## config.mk

```make
export PLATFORM = sky130hd
export DESIGN_NAME = mul32_seq_ctrl
export DESIGN_NICKNAME = d
export VERILOG_FILES = /design/src/rtl/mul_pkg.sv /design/src/rtl/dadda_16x16_uncompressed.sv /design/src/rtl/mul32_seq_ctrl.sv
export SDC_FILE = /design/constraint.sdc
export NUM_CORES = 1
export LEC_CHECK = 0
export CAP_MARGIN = 30
export CORE_MARGIN = 5
export CORE_UTILIZATION = 45
export DETAILED_ROUTE_END_ITERATION = 8
export DONT_BUFFER_PORTS = 1
export GPL_TIMING_DRIVEN = 1
export PLACE_DENSITY = 0.57
export SLEW_MARGIN = 20
export SYNTH_ARGS = -nofsm -noshare
export SYNTH_HDL_FRONTEND = slang
export SYNTH_SLANG_ARGS = --single-unit
```

## constraint.sdc

```tcl
create_clock -name clk -period 27.4 [get_ports clk]
set_clock_uncertainty 0.1 [all_clocks]
set_input_delay 6.85 -clock clk [delete_from_list [all_inputs] [get_ports clk]]
set_output_delay 6.85 -clock clk [all_outputs]
set_load 0.02 [all_outputs]
```

## src/rtl/mul_pkg.sv

```systemverilog
// mul_pkg
// Shared definitions for the sequential 32x32 multiplier controller:
// operand/product widths, FSM state encoding, step index type and the
// per-step shift lookup.
package mul_pkg;

    localparam int OP_W   = 32;
    localparam int HALF_W = 16;
    localparam int PROD_W = 64;

    typedef enum logic [1:0] {
        ST_IDLE  = 2'd0,
        ST_MUL   = 2'd1,
        ST_DRAIN = 2'd2,
        ST_DONE  = 2'd3
    } mul_state_e;

    // Step index: bit 1 selects the a half, bit 0 selects the b half.
    typedef logic [1:0] step_t;

    // Left shift applied to the 16x16 partial product of a given step.
    function automatic logic [5:0] step_shift(input step_t step);
        logic [5:0] sh;
        case (step)
            2'd0:    sh = 6'd0;
            2'd1:    sh = 6'd16;
            2'd2:    sh = 6'd16;
            2'd3:    sh = 6'd32;
            default: sh = 6'd0;
        endcase
        return sh;
    endfunction

endpackage

```

## src/rtl/dadda_16x16_uncompressed.sv

```systemverilog
// dadda_16x16_uncompressed
// Combinational 16x16 unsigned multiplier. The partial-product array is
// summed directly (no explicit compression tree); synthesis maps the adds.
// Ports:
//   a, b : 16-bit unsigned operands
//   p    : 32-bit unsigned product
module dadda_16x16_uncompressed
    import mul_pkg::*;
(
    input  logic [HALF_W-1:0]   a,
    input  logic [HALF_W-1:0]   b,
    output logic [2*HALF_W-1:0] p
);

    logic [2*HALF_W-1:0] sum_s;

    // Sum of the sixteen shifted partial products selected by b.
    always_comb begin
        sum_s = 32'd0;
        for (int i = 0; i < HALF_W; i++) begin
            if (b[i]) begin
                sum_s = sum_s + ({16'd0, a} << i);
            end else begin
                sum_s = sum_s;
            end
        end
    end

    assign p = sum_s;

endmodule

```

## src/rtl/mul32_seq_ctrl.sv

```systemverilog
// mul32_seq_ctrl
// Sequential 32x32 unsigned multiplier built around one shared 16x16
// multiplier. Four half-products (lo*lo, lo*hi, hi*lo, hi*hi) are issued in
// consecutive MUL cycles and shift-added into a 64-bit accumulator.
// The half-select mux output is registered in front of the multiplier, so
// MUL runs one extra tail cycle to retire the last step. PIPE=1 adds a
// product register and a DRAIN state.
// Optional feature: define MUL32_MAC_EN to add in_acc, which seeds the
// accumulator with the previous out_p (multiply-accumulate).
// Ports:
//   clk, rst            : clock, synchronous active-high reset
//   in_valid/in_ready   : operand handshake (ready only in IDLE)
//   in_a, in_b          : 32-bit unsigned operands
//   in_acc              : accumulate request (MUL32_MAC_EN only)
//   out_valid/out_ready : result handshake (valid only in DONE)
//   out_p               : 64-bit product, retained after DONE
//   busy                : high whenever the FSM is not IDLE
module mul32_seq_ctrl
    import mul_pkg::*;
#(
    parameter int PIPE = 0
) (
    input  logic              clk,
    input  logic              rst,
    input  logic              in_valid,
    output logic              in_ready,
    input  logic [OP_W-1:0]   in_a,
    input  logic [OP_W-1:0]   in_b,
`ifdef MUL32_MAC_EN
    input  logic              in_acc,
`endif
    output logic              out_valid,
    input  logic              out_ready,
    output logic [PROD_W-1:0] out_p,
    output logic              busy
);

    mul_state_e          state_q, state_d;
    step_t               step_q, step_d;
    logic                tail_q, tail_d;
    logic [OP_W-1:0]     a_q, a_d, b_q, b_d;
    logic [PROD_W-1:0]   acc_q, acc_d;
    logic [HALF_W-1:0]   mul_a_q, mul_a_d, mul_b_q, mul_b_d;
    logic [5:0]          sh_q, sh_d, psh_q, psh_d;
    logic                sv_q, sv_d, pv_q, pv_d;
    logic [2*HALF_W-1:0] prod_s, pprod_q, pprod_d;
    logic                out_valid_q, out_valid_d, in_ready_q, in_ready_d;
    logic                busy_q, busy_d;
    logic [PROD_W-1:0]   out_p_q, out_p_d, seed_s;
    logic                accept_s, add_v_s;
    logic [2*HALF_W-1:0] add_p_s;
    logic [5:0]          add_sh_s;

    dadda_16x16_uncompressed u_mul (
        .a (mul_a_q),
        .b (mul_b_q),
        .p (prod_s)
    );

    assign accept_s = in_valid && in_ready_q;

`ifdef MUL32_MAC_EN
    assign seed_s = in_acc ? out_p_q : 64'd0;
`else
    assign seed_s = 64'd0;
`endif

    // FSM next state; the tail flag marks the MUL cycle retiring step S3.
    always_comb begin
        state_d = state_q;
        case (state_q)
            ST_IDLE: begin
                if (accept_s) state_d = ST_MUL;
                else          state_d = ST_IDLE;
            end
            ST_MUL: begin
                if (tail_q) begin
                    if (PIPE != 0) state_d = ST_DRAIN;
                    else           state_d = ST_DONE;
                end else begin
                    state_d = ST_MUL;
                end
            end
            ST_DRAIN: state_d = ST_DONE;
            ST_DONE: begin
                if (out_ready) state_d = ST_IDLE;
                else           state_d = ST_DONE;
            end
            default: state_d = ST_IDLE;
        endcase
    end

    // Step sequencing, operand capture, half-select and product staging.
    always_comb begin
        if (state_q == ST_MUL && !tail_q) step_d = step_q + 2'd1;
        else                              step_d = 2'd0;
        tail_d  = (state_q == ST_MUL) && (step_q == 2'd3) && !tail_q;
        if (accept_s) begin
            a_d = in_a;
            b_d = in_b;
        end else begin
            a_d = a_q;
            b_d = b_q;
        end
        mul_a_d = step_q[1] ? a_q[31:16] : a_q[15:0];
        mul_b_d = step_q[0] ? b_q[31:16] : b_q[15:0];
        sh_d    = step_shift(step_q);
        sv_d    = (state_q == ST_MUL) && !tail_q;
        pv_d    = sv_q;
        pprod_d = prod_s;
        psh_d   = sh_q;
    end

    // Accumulator: seed on acceptance, then add each retired shifted step.
    always_comb begin
        if (PIPE != 0) begin
            add_v_s  = pv_q;
            add_p_s  = pprod_q;
            add_sh_s = psh_q;
        end else begin
            add_v_s  = sv_q;
            add_p_s  = prod_s;
            add_sh_s = sh_q;
        end
        if (accept_s)     acc_d = seed_s;
        else if (add_v_s) acc_d = acc_q + ({32'd0, add_p_s} << add_sh_s);
        else              acc_d = acc_q;
    end

    // Registered outputs; out_p is loaded on DONE entry and then retained.
    always_comb begin
        out_valid_d = (state_d == ST_DONE);
        in_ready_d  = (state_d == ST_IDLE);
        busy_d      = (state_d != ST_IDLE);
        if (state_q != ST_DONE && state_d == ST_DONE) out_p_d = acc_d;
        else                                          out_p_d = out_p_q;
    end

    // State and datapath registers with synchronous reset.
    always_ff @(posedge clk) begin
        if (rst) begin
            state_q     <= ST_IDLE;
            step_q      <= 2'd0;
            tail_q      <= 1'b0;
            a_q         <= 32'd0;
            b_q         <= 32'd0;
            acc_q       <= 64'd0;
            mul_a_q     <= 16'd0;
            mul_b_q     <= 16'd0;
            sh_q        <= 6'd0;
            sv_q        <= 1'b0;
            pv_q        <= 1'b0;
            pprod_q     <= 32'd0;
            psh_q       <= 6'd0;
            out_valid_q <= 1'b0;
            out_p_q     <= 64'd0;
            in_ready_q  <= 1'b0;
            busy_q      <= 1'b0;
        end else begin
            state_q     <= state_d;
            step_q      <= step_d;
            tail_q      <= tail_d;
            a_q         <= a_d;
            b_q         <= b_d;
            acc_q       <= acc_d;
            mul_a_q     <= mul_a_d;
            mul_b_q     <= mul_b_d;
            sh_q        <= sh_d;
            sv_q        <= sv_d;
            pv_q        <= pv_d;
            pprod_q     <= pprod_d;
            psh_q       <= psh_d;
            out_valid_q <= out_valid_d;
            out_p_q     <= out_p_d;
            in_ready_q  <= in_ready_d;
            busy_q      <= busy_d;
        end
    end

    assign in_ready  = in_ready_q;
    assign out_valid = out_valid_q;
    assign out_p     = out_p_q;
    assign busy      = busy_q;

endmodule

```

After elaboration in Yosys (flattened, before gate mapping)
Cells that the tools add are included.
- input port bits: 68
- flip-flop bits (word level): 239
- word-level logic and storage cells: 78
- reduce and logical (&&, ||, !) cells: 12
- shift operators: 1
- mux-type cells: 25
- add/subtract/negate cells: 17
- eq/ne operators: 8
- bitwise gates (word level): 1
- operators by type and width (cell ; count):
    32-bit 2-to-1 mux ; 15
    64-bit 2-to-1 mux ; 2
    64-bit adder ; 1
    32-bit by 6-bit << shifter with 64-bit output ; 1
    16-bit 2-to-1 mux ; 3
    32-bit by 17-bit adder with 32-bit output ; 1
    32-bit by 18-bit adder with 32-bit output ; 1
    32-bit by 19-bit adder with 32-bit output ; 1
    32-bit by 20-bit adder with 32-bit output ; 1
    32-bit by 21-bit adder with 32-bit output ; 1
    32-bit by 22-bit adder with 32-bit output ; 1
    32-bit by 23-bit adder with 32-bit output ; 1
    32-bit by 24-bit adder with 32-bit output ; 1
    32-bit by 25-bit adder with 32-bit output ; 1
    32-bit by 26-bit adder with 32-bit output ; 1
    32-bit by 27-bit adder with 32-bit output ; 1
    32-bit by 28-bit adder with 32-bit output ; 1
    32-bit by 29-bit adder with 32-bit output ; 1
    32-bit by 30-bit adder with 32-bit output ; 1
    32-bit by 31-bit adder with 32-bit output ; 1
    6-bit case mux with 3 select lines ; 1
    2-bit == test (second input constant) ; 5
    2-bit case mux with 4 select lines ; 1
    2-bit logical NOT ; 3
    other kinds (10) ; 17

Logic depth before layout (Yosys ltp)
- depth after elaboration: 35
- mapped depth: 135
- gate-level depth less buffers: 133

Hierarchy
A second synthesis with hierarchy kept.
- cells, all modules: 3912
- area total of the unflattened synthesis: 28572.4 µm²
- modules (own cells, without submodules) (module ; area an instance (µm²) ; instances ; sequential area each (µm²) ; cells each):
    dadda_16x16_uncompressed ; 15703.8 ; 1 ; 0.0 ; 2275
    mul32_seq_ctrl ; 12868.6 ; 1 ; 4704.5 ; 1637

Worst setup path after synthesis
No wires, ideal clock.
- path kind: reg-to-reg
- start: register mul_a_q[2]
- end: register acc_q[56]
- setup slack: 3919 ps
- setup time: 122 ps
- stages on the path, launching flop included: 121
- data arrival time: 23259 ps
- cell sequence: dfxtp_1 buf_2 and2_1 ha_1 a21oi_1 o21ai_2 maj3_2 a21o_1 a211o_1 a31o_2 ha_1 o21a_1 o21ai_0 a211oi_1 o21ai_0 o21ai_0 inv_1 ha_1 [... 85 more ...] a21o_1 a211oi_1 o32ai_1 a211oi_1 mux2i_1 and2_1 ha_1 clkbuf_1 a21o_1 a311oi_1 nand4_1 o21ai_0 a41oi_1 a41o_1 a21o_1 a21o_1 nor4b_1 a311o_1
- word-level cells in the longest chain between the ends: 35
- RTL lines (item ; RTL line ; RTL):
    start: declaration ; mul32_seq_ctrl.sv:43 ; logic [HALF_W-1:0] mul_a_q, mul_a_d, mul_b_q, mul_b_d;
    start signal: assignment ; mul32_seq_ctrl.sv:166 ; mul_a_q <= mul_a_d;
    16-bit 2-to-1 mux ; dadda_16x16_uncompressed.sv:21 ; if (b[i]) begin
    32-bit by 17-bit adder with 32-bit output ; dadda_16x16_uncompressed.sv:22 ; sum_s = sum_s + ({16'd0, a} << i);
    32-bit 2-to-1 mux ; dadda_16x16_uncompressed.sv:21 ;
    32-bit by 18-bit adder with 32-bit output ; dadda_16x16_uncompressed.sv:22 ;
    32-bit 2-to-1 mux ; dadda_16x16_uncompressed.sv:21 ;
    32-bit by 19-bit adder with 32-bit output ; dadda_16x16_uncompressed.sv:22 ;
    32-bit 2-to-1 mux ; dadda_16x16_uncompressed.sv:21 ;
    32-bit by 20-bit adder with 32-bit output ; dadda_16x16_uncompressed.sv:22 ;
    [... 19 more ...] ; - ;
    32-bit by 30-bit adder with 32-bit output ; dadda_16x16_uncompressed.sv:22 ;
    32-bit 2-to-1 mux ; dadda_16x16_uncompressed.sv:21 ;
    32-bit by 31-bit adder with 32-bit output ; dadda_16x16_uncompressed.sv:22 ;
    32-bit 2-to-1 mux (*) ; dadda_16x16_uncompressed.sv:21 ;
    32-bit by 6-bit << shifter with 64-bit output (*) ; mul32_seq_ctrl.sv:126 ; else if (add_v_s) acc_d = acc_q + ({32'd0, add_p_s} << add_sh_s);
    64-bit adder (*) ; mul32_seq_ctrl.sv:126 ;
    64-bit 2-to-1 mux (*) ; mul32_seq_ctrl.sv:126 ;
    64-bit 2-to-1 mux (*) ; mul32_seq_ctrl.sv:125 ; if (accept_s) acc_d = seed_s;
    end signal: assignment ; mul32_seq_ctrl.sv:147 ; acc_q <= 64'd0;
    end signal: assignment ; mul32_seq_ctrl.sv:165 ; acc_q <= acc_d;
    end: declaration ; mul32_seq_ctrl.sv:42 ; logic [PROD_W-1:0] acc_q, acc_d;
Mark *: on every way between the ends. The rest lies on a longest branch, timed or not.
A chain may end at the register's enable or synchronous reset.

Final worst setup path
- start: register mul_a_q[1]
- end: register out_p_q[52], in the netlist out_p[52]
- word-level cells in the longest chain between the ends: 35
- RTL lines (item ; RTL line ; RTL):
    16-bit 2-to-1 mux ; dadda_16x16_uncompressed.sv:21 ;
    32-bit by 17-bit adder with 32-bit output ; dadda_16x16_uncompressed.sv:22 ;
    32-bit 2-to-1 mux ; dadda_16x16_uncompressed.sv:21 ;
    32-bit by 18-bit adder with 32-bit output ; dadda_16x16_uncompressed.sv:22 ;
    32-bit 2-to-1 mux ; dadda_16x16_uncompressed.sv:21 ;
    32-bit by 19-bit adder with 32-bit output ; dadda_16x16_uncompressed.sv:22 ;
    32-bit 2-to-1 mux ; dadda_16x16_uncompressed.sv:21 ;
    32-bit by 20-bit adder with 32-bit output ; dadda_16x16_uncompressed.sv:22 ;
    [... 19 more ...] ; - ;
    32-bit by 30-bit adder with 32-bit output ; dadda_16x16_uncompressed.sv:22 ;
    32-bit 2-to-1 mux ; dadda_16x16_uncompressed.sv:21 ;
    32-bit by 31-bit adder with 32-bit output ; dadda_16x16_uncompressed.sv:22 ;
    32-bit 2-to-1 mux (*) ; dadda_16x16_uncompressed.sv:21 ;
    32-bit by 6-bit << shifter with 64-bit output (*) ; mul32_seq_ctrl.sv:126 ;
    64-bit adder (*) ; mul32_seq_ctrl.sv:126 ;
    64-bit 2-to-1 mux (*) ; mul32_seq_ctrl.sv:126 ;
    64-bit 2-to-1 mux (*) ; mul32_seq_ctrl.sv:125 ;
    end signal: assignment ; mul32_seq_ctrl.sv:174 ; out_p_q <= out_p_d;
    end: declaration ; mul32_seq_ctrl.sv:49 ; logic [PROD_W-1:0] out_p_q, out_p_d, seed_s;
Marked as above.

==> flow_metrics.tcl <==
set metrics [dict create \
    finalSetupViolCount 0 \
    core_mm2 0.0591 \
    h-tree-depth 1 \
    drtPass1Iterations 5 \
    power_frac_comb 0.258 \
    whs_path_depth 2 \
    die_area_mm2 0.0647 \
    path_class "register to register" \
    syn_to_final_growth_pct 7.69 \
    synth_edf_count 0 \
    power_uw 926 \
    nets 4013 \
    drt_iter0_drc 2107 \
    finalMaxSlewViolations 0 \
    clkLatencyLatePin_ns 0.54 \
    crit_required_ns 27.73 \
    synth-async-reset-ratio 0 \
    period_needed_ns 25.95 \
    synthesis.area_mm2 0.0269 \
    worstReg2RegStart "mul_a_q[1]$_SDFF_PP0_" \
    min_to "b_q[20]$_SDFFE_PP0P_" \
    leakagePower_nw 13.4 \
    syn_avg_cell_area_um2 7.39 \
    first_global_vias 25700 \
    rrSetupSlack_ns 1.45 \
    worst_setup_hold_path_clk_slew_ns 0.06 \
    ys.flop_type "dfxtp_1" \
    routed.top_layer "met4" \
    ys_types 92 \
    antenna_left 0 \
    die_h_um 254 \
    fin_util 0.489 \
    layout_commonest_cell "nand2_1" \
    relSlewSlack 0.291 \
    grt_pass1_wl_mm 146 \
    r2r-end "out_p[52]$_SDFFE_PP0P_" \
    yosysTopAreaCellShare 0.175 \
    initial_core_util 0.454 \
    routed-wl-met2_mm 43.3 \
    switching_share 0.328 \
    rows 89 \
    switching_power_uw 304 \
    cp-end-kind "register" \
    via_per_inst 6.18 \
    final_area_mm2 0.0289 \
    pre_cts_slack_ns 0.614 \
    routabilityCongestion 0.966 \
    crit_top_cell "ha_1" \
    ff2ff_path_depth 120 \
    grt_max_degree 175 \
    ys_ff_latch 235 \
    pwr-share-clk 0.357 \
    holdBufCountCts 0 \
    hp-class "register to register" \
    fin_setup_tns_ns 0 \
    p_int_uw 622 \
    synth_area_leader_cell "dfxtp_1" \
    via_count 27200 \
    start_kind "register" \
    wl_per_cell_um 21.6 \
    numCtsBuffers 24 \
    io_pins 135 \
    dpl_cell_area_mm2 0.0279 \
    cts.sinks 235 \
    final_cell_mix "418 x nand2_1, 371 x nor2_1, 355 x a21oi_1" \
    synth_area_leaders "dfxtp_1 18%, ha_1 15%, a21oi_1 6.7%" \
    irDropWorstVdd_mv 0.0546 \
    totalWireLength_mm 95.1 \
    antenna_found_initial 1 \
    synth_nets 4045 \
    syn_inst 3635 \
    root_buffer "clkbuf_16" \
    hold_violations 0 \
    cap_violations 0 \
    route.met3.wl_mm 4.99 \
    cts_tree "done" \
    seqPwrFrac 0.385 \
    io_buffers 0 \
    seq_area_frac_synth 0.175 \
    grt_usage 0.278 \
    ys_warn_count 0 \
    drc 0 \
    critPathSlowestCell "or3_1" \
    hpwl_mm 74.3 \
    setup_ws_ns 1.45 \
    tightest_slew_ns 1.06 \
    cp_max_fo 17 \
    fmax_mhz 38.5 \
    met1_length_mm 44.0 \
    status "finished, final reports clean" \
    critPathArrivalTime_ns 26.28 \
    die_w_um 254 \
    powerDensity_mw_per_mm2 32.0 \
    max_stage_delay_ns 0.46 \
    overflow 0 \
    clk_path_buf_depth 3 \
    hp-start "b_q[20]$_SDFFE_PP0P_" \
    period_share 0.947 \
    layout-drive-gt1-share 0.0693 \
]
[stage by stage]
stage | hold WS [ns] | instances
2_1_floorplan | 0.321 | 3635
3_3_place_gp | 0.337 | 4339
3_5_place_dp | 0.342 | 4342
4_1_cts | 0.352 | 4386
5_1_grt | 0.372 | 4395
6_report | 0.352 | 4396
[worst max-delay path by stage]
stage	start	endpoint	slack (ns)	cells after the start
final	mul_a_q[1]$_SDFF_PP0_	out_p[52]$_SDFFE_PP0P_	1.45	120
after global routing	mul_b_q[0]$_SDFF_PP0_	out_p[59]$_SDFFE_PP0P_	-0.14	129
after CTS	mul_b_q[0]$_SDFF_PP0_	out_p[52]$_SDFFE_PP0P_	0.50	124
after detailed placement	mul_b_q[0]$_SDFF_PP0_	out_p[52]$_SDFFE_PP0P_	0.61	124
after global placement	mul_b_q[0]$_SDFF_PP0_	out_p[52]$_SDFFE_PP0P_	1.43	119
after floorplan	mul_a_q[2]$_SDFF_PP0_	acc_q[56]$_SDFF_PP0_	3.92	120
[critical path, delay by kind of cell, from the launching register on]
family | cells | cell delay [ns]
AOI/OAI and AO/OA | 43 | 9.87
and+or+nand+nor | 36 | 6.09
adders and majority gates | 17 | 5.31
xor gates and xnor gates | 11 | 1.50
buffers and inverters | 9 | 1.47
muxes | 4 | 1.12
DFF | 1 | 0.34
[state kept, by name, summed over array words and instances (netlist names), 2 cells and up]
name / cells
mul_a_q: 16
step_q: 2
mul_b_q: 16
state_q: 2
acc_q: 64
add_sh_s: 2
b_q: 32
out_p: 64
a_q: 32
[power groups by stage]
stage / Combinational (mW) / Sequential, mW / Clock [mW]
floorplan: 0.172 / 0.363 / 0
global placement: 0.228 / 0.365 / 0
detailed placement: 0.232 / 0.365 / 0
CTS: 0.233 / 0.357 / 0.339
global route: 0.261 / 0.357 / 0.350
finish: 0.239 / 0.357 / 0.331
[metal layers]
layer,global-route usage,vias up
li1,-,13200
met1,0.387,13000
met2,0.460,796
met3,0.0303,141
met4,0.0750,0
met5,0,-
[logic make-up after synthesis]
kind of cell    synth area share
compound gates             0.290
fa+ha+maj                  0.164
buf+inv                   0.0412
xor+xnor                  0.0685
simple gates               0.209
mux                       0.0522
flops                      0.175
[cell usage after synthesis, types with 27 or more instances]
cell	instances
a211oi_1	62
a21o_1	118
a21oi_1	358
a31oi_1	39
and2_1	41
and3_1	27
clkbuf_1	132
dfxtp_1	235
ha_1	326
inv_1	131
mux2_2	29
mux2i_1	106
nand2_1	419
nand2b_1	37
nand3_1	67
nor2_1	371
nor2b_1	47
nor3_1	99
o211ai_1	36
o21a_1	74
o21ai_0	206
o22ai_1	31
or3_1	41
xnor2_1	132
xor2_1	78
[timing repair]
action / CTS / global route
gates resized for setup: 0 / 27
endpoints found under the setup margin: 0 / 73
buffers inserted: 0 / 5
[final cells by class]
cell class / count / area [um2]
fill: 5937 / 30200
multi-input combinational: 3111 / 21200
sequential: 235 / 4720
tap: 773 / 967
timing repair buffer: 96 / 774
clock buffer: 35 / 682
inverter: 135 / 507
clock inverter: 9 / 100
antenna: 2 / 5.00
Note: power is estimated with default switching activity, not from simulation.
